File: src/rtl/mux_rr_arbiter.sv
// mux_rr_arbiter
//   Round-robin arbiter that shares one DATA_W-bit output channel among four
//   requesters. A winner is chosen in IDLE, then holds the channel in GRANT
//   for a burst that ends on its last beat, after MAX_BURST beats, or when it
//   drops its request. One IDLE bubble always separates consecutive grants.
//
// Ports
//   clk        in   1       rising-edge clock
//   rst        in   1       asynchronous active-high reset
//   req        in   4       req[i]: requester i has a beat to send
//   last       in   4       last[i]: current beat of requester i is its final one
//   data0..3   in   DATA_W  requester data buses
//   out_ready  in   1       downstream accepts a beat this cycle
//   out_valid  out  1       beat present on out_data
//   out_data   out  DATA_W  granted requester's data, 0 when nothing is granted
//   gnt        out  4       one-hot grant (registered)
//   sel        out  2       index of granted requester (registered)
//   busy       out  1       high while in GRANT
module mux_rr_arbiter #(
  parameter int DATA_W    = 2,
  parameter int MAX_BURST = 4
) (
  input  logic              clk,
  input  logic              rst,
  input  logic [3:0]        req,
  input  logic [3:0]        last,
  input  logic [DATA_W-1:0] data0,
  input  logic [DATA_W-1:0] data1,
  input  logic [DATA_W-1:0] data2,
  input  logic [DATA_W-1:0] data3,
  input  logic              out_ready,
  output logic              out_valid,
  output logic [DATA_W-1:0] out_data,
  output logic [3:0]        gnt,
  output logic [1:0]        sel,
  output logic              busy
);

  localparam int CW = $clog2(MAX_BURST + 1);

  typedef enum logic {
    IDLE  = 1'b0,
    GRANT = 1'b1
  } state_t;

  state_t            r_state;
  logic [1:0]        r_ptr;
  logic [1:0]        r_sel;
  logic [3:0]        r_gnt;
  logic [CW-1:0]     r_beat_cnt;

  logic [1:0]        w_winner;
  logic [DATA_W-1:0] w_mux;
  logic              w_req_sel;
  logic              w_xfer;
  logic              w_cap;
  logic              w_release;

  // First requester found scanning ptr+1, ptr+2, ptr+3, ptr (mod 4); the
  // last-served requester is therefore checked last.
  function automatic logic [1:0] rr_pick(input logic [3:0] rq, input logic [1:0] ptr);
    logic [1:0] idx;
    logic       found;
    rr_pick = ptr;
    found   = 1'b0;
    for (int k = 1; k <= 4; k++) begin
      idx = ptr + 2'(k);
      if (!found && rq[idx]) begin
        rr_pick = idx;
        found   = 1'b1;
      end
    end
  endfunction

  assign w_winner = rr_pick(req, r_ptr);

  // 4:1 channel mux keyed by the registered select
  always_comb begin
    w_mux = '0;
    case (r_sel)
      2'd0:    w_mux = data0;
      2'd1:    w_mux = data1;
      2'd2:    w_mux = data2;
      2'd3:    w_mux = data3;
      default: w_mux = '0;
    endcase
  end

  assign w_req_sel = req[r_sel];
  assign w_xfer    = (r_state == GRANT) & w_req_sel & out_ready;
  assign w_cap     = ((r_beat_cnt + CW'(1)) == CW'(MAX_BURST));
  // Dropping req releases without a transfer, since out_valid is low then.
  assign w_release = (r_state == GRANT) &
                     (~w_req_sel | (w_xfer & (last[r_sel] | w_cap)));

  // Arbitration FSM: grant selection, burst counting and release
  always_ff @(posedge clk or posedge rst) begin
    if (rst) begin
      r_state    <= IDLE;
      r_gnt      <= 4'b0000;
      r_sel      <= 2'd0;
      r_ptr      <= 2'd3;
      r_beat_cnt <= '0;
    end else begin
      case (r_state)
        IDLE: begin
          if (|req) begin
            r_sel      <= w_winner;
            r_gnt      <= 4'b0001 << w_winner;
            r_beat_cnt <= '0;
            r_state    <= GRANT;
          end
        end
        GRANT: begin
          if (w_release) begin
            // An aborted grant still moves the pointer so it counts as served.
            r_ptr      <= r_sel;
            r_gnt      <= 4'b0000;
            r_beat_cnt <= '0;
            r_state    <= IDLE;
          end else if (w_xfer) begin
            r_beat_cnt <= r_beat_cnt + CW'(1);
          end
        end
        default: begin
          r_state <= IDLE;
          r_gnt   <= 4'b0000;
        end
      endcase
    end
  end

  assign gnt       = r_gnt;
  assign sel       = r_sel;
  assign busy      = (r_state == GRANT);
  assign out_valid = (r_state == GRANT) & w_req_sel;
  assign out_data  = (|r_gnt) ? w_mux : '0;

endmodule

File: config.mk
export PLATFORM = sky130hd
export DESIGN_NAME = mux_rr_arbiter
export DESIGN_NICKNAME = d
export VERILOG_FILES = /design/src/rtl/mux_rr_arbiter.sv
export SDC_FILE = /design/constraint.sdc
export NUM_CORES = 1
export LEC_CHECK = 0
export CAP_MARGIN = 30
export CORE_MARGIN = 2
export CORE_UTILIZATION = 48
export CTS_CLUSTER_SIZE = 28
export DETAILED_ROUTE_END_ITERATION = 10
export PLACE_DENSITY = 0.94
export RECOVER_POWER = 25
export SYNTH_ARGS = -nofsm -noshare
export SYNTH_HDL_FRONTEND = slang
export SYNTH_SLANG_ARGS = --single-unit
File: constraint.sdc
create_clock -name clk -period 3.4 [get_ports clk]
set_input_delay 0.51 -clock clk [delete_from_list [all_inputs] [get_ports clk]]
set_output_delay 0.51 -clock clk [all_outputs]
set_load 0.02 [all_outputs]
==> results.json <==
{
  "tightest_slew_ps": 453,
  "cts.sinks": 12,
  "die-area_um2": 2190,
  "start_util_pct": 51.0,
  "track_usage_pct": 19.1,
  "final_util_pct": 69.6,
  "numCtsBuffers": 3,
  "wl_mm": 1.93,
  "num-fill-cells": 137,
  "yosys.area.top_type_share_pct": 28.4,
  "clk_latency_ps": 280,
  "leakage_nw": 0.519,
  "worst-path-buf-inv": 3,
  "synth-edff-count": 0,
  "portBuffers": 28,
  "yosys-top-cells-area": "dfrtp_1 (28%), mux2_2 (8.9%), dfstp_2 (6.0%), mux4_1 (6.0%), inv_1 (3.8%)",
  "synth-main-ff-cell": "dfrtp_1",
  "core_um2": 1730,
  "endpoint_kind": "output port",
  "grt_first_pass_wirelength_mm": 2.95,
  "die_y_um": 46.8,
  "drt-pass1-iter-count": 4,
  "ys_types": 36,
  "skew_ps": 4.49,
  "maxSlewViolCount": 0,
  "seq_area_frac_synth_pct": 34.4,
  "status": "completed",
  "root_buffer": "clkbuf_4",
  "netlist_area_um2": 881,
  "htreeDepth": 1,
  "clk_pin_slew_ps": 80,
  "final_hold_viol_count": 0,
  "overflow": 0,
  "critPathTopFamily": "buffers and inverters",
  "cpMostUsedCell": "clkdlybuf4s50_1",
  "final_net_count": 132,
  "max-cap-violations": 0,
  "finalSetupViolations": 0,
  "num_antenna_cells": 0,
  "period_minus_slack_ps": 2740,
  "gp_congestion": 0.781,
  "cts.path.max_buffers": 2,
  "start_kind": "input pin",
  "via_per_inst": 5.61,
  "fin_crit_sh_pct": 80.6,
  "async_flop_share_pct": 100,
  "fin_cells": 135,
  "worst_ep_arrival_time_ps": 2230,
  "drt-wirelength-per-cell_um": 14.3,
  "grt_max_degree": 13,
  "synth-seq-cells": 12,
  "syn-instance-count": 81,
  "multi_input_area_um2": 517,
  "hpwl_mm": 1.56,
  "dp_slack_ps": 681,
  "cp_max_fo": 7,
  "antenna_found_initial": 0,
  "rows": 15,
  "fin_setup_tns_ps": 0,
  "post_cts_resize_count": 0,
  "slew_headroom_pct": 69.8,
  "drive_gt1_share_pct": 15.5,
  "rrSetupSlack_ps": 1460,
  "antenna_left": 0,
  "vias": 758,
  "slowest_delay_ps": 540,
  "die_w_um": 46.8,
  "placedCellCount": 131,
  "drtIter0Drc": 13,
  "drc": 0,
  "power.density_nw_per_um2": 839,
  "synth_nets": 102,
  "ios": 29,
  "synth_top_area_cell": "dfrtp_1",
  "tritoncts": "done",
  "area_growth_pct": 36.4,
  "postCtsHoldBufs": 0,
  "hp-class": "reg -> reg",
  "critical_path_class": "in -> out",
  "setup_ws_ps": 660,
  "rsz0062_at_grt": "false",
  "syn_area_per_cell_um2": 10.9,
  "clock.fmax_mhz": 365,
  "first_global_vias": 744,
  "worst_ir_drop_vdd_mv": 0.489,
  "seqCellArea_um2": 303,
  "crit_chain": "clkdlybuf4s50_1 > mux2_2 > a22oi_2 > inv_1 > clkdlybuf4s50_1",
  "slowest_stage": "clkdlybuf4s50_1",
  "post-cts-setup-buffer-count": 0,
  "whs_ps": 538,
  "ys.warnings.count": 0,
  "required_ps": 2890
}
## per-layer routing
| metal | vias up | wire [µm] | global-route usage [%] |
|---|---|---|---|
| met5 | - | 0 | 0 |
| met2 | 33 | 1050 | 38.1 |
| met3 | 4 | 134 | 6.54 |
| li1 | 362 | - | - |
| met4 | 0 | 12 | 3.89 |
| met1 | 359 | 726 | 18.8 |
## metrics by stage
step,power [W],area (µm²)
2_1_floorplan,0.000703,881
3_3_place_gp,0.000875,1160
3_5_place_dp,0.000898,1160
4_1_cts,0.00102,1200
5_1_grt,0.00107,1200
6_report,0.00101,1200
## placed cells by master (no fill, tap or decap), types with 4 or more instances in the layout
master,instances
inv_1,9
dfrtp_1,10
nor2b_1,4
nor2_1,4
mux2_2,7
clkdlybuf4s50_1,27
o22ai_1,4
## worst paths after layout
check                                   start                    to  cells after the start
min                        gnt[0]$_DFFE_PP0P_    gnt[0]$_DFFE_PP0P_                      2
max reg2reg                sel[1]$_DFFE_PP0P_  r_ptr[1]$_DFFE_PP1P_                      4
max                                    req[3]             out_valid                      5
max in group asynchronous                 rst  r_ptr[1]$_DFFE_PP1P_                      2
min reg2reg                gnt[0]$_DFFE_PP0P_    gnt[0]$_DFFE_PP0P_                      2
min in group asynchronous                 rst    gnt[0]$_DFFE_PP0P_                      2
## cells in the mapped netlist, types with 2 or more instances
cell type and instances:
inv_1 9, buf_6 2, o31ai_1 2, mux4_1 2, mux2i_1 3, mux2_2 7
nor2b_1 4, ha_1 2, a211o_1 2, o22ai_1 4, and2_1 2, a21oi_1 3
nor2_1 4, nand2b_1 3, dfstp_2 2, dfrtp_1 10
## worst register-to-register path, delay by kind of cell (launching register included)
kind / cells / cell delay, ps
AO/OA/AOI/OAI: 1 / 220
flip-flops: 1 / 580
multiplexers: 3 / 1070
## cell families (layout without fill, tap and decap cells)
logic type / Yosys count / after routing / share of synthesized area [%]
simple gates: 21 / 21 / 15.3
xor+xnor: 1 / 1 / 0.994
compound gates: 20 / 20 / 18.6
fa+ha+maj: 2 / 2 / 2.84
mux: 13 / 13 / 20.9
flops: 12 / 12 / 34.4
buf+inv: 12 / 41 / 6.96
## report_power, final
part | leakage [nW] | switching (W) | internal [W]
clock | 0.0210 | 0.0000487 | 0.0000651
combinational | 0.347 | 0.000270 | 0.000322
sequential | 0.150 | 0.0000919 | 0.000210
total | 0.519 | 0.000410 | 0.000597
## final cells by class
| cell class | count | area share, % |
|---|---|---|
| Tap cell | 25 | 2.60 |
| Clock buffer | 4 | 3.02 |
| Multi-Input combinational cell | 57 | 43.0 |
| Sequential cell | 12 | 25.2 |
| Timing Repair Buffer | 28 | 23.3 |
| Inverter | 9 | 2.81 |
## sequential cells by signal (all words and copies together), names as in the netlist
name and flops:
gnt 4, r_beat_cnt 3, sel 2, busy 1, r_ptr 2
No activity file was read; power rests on OpenSTA's default activity.
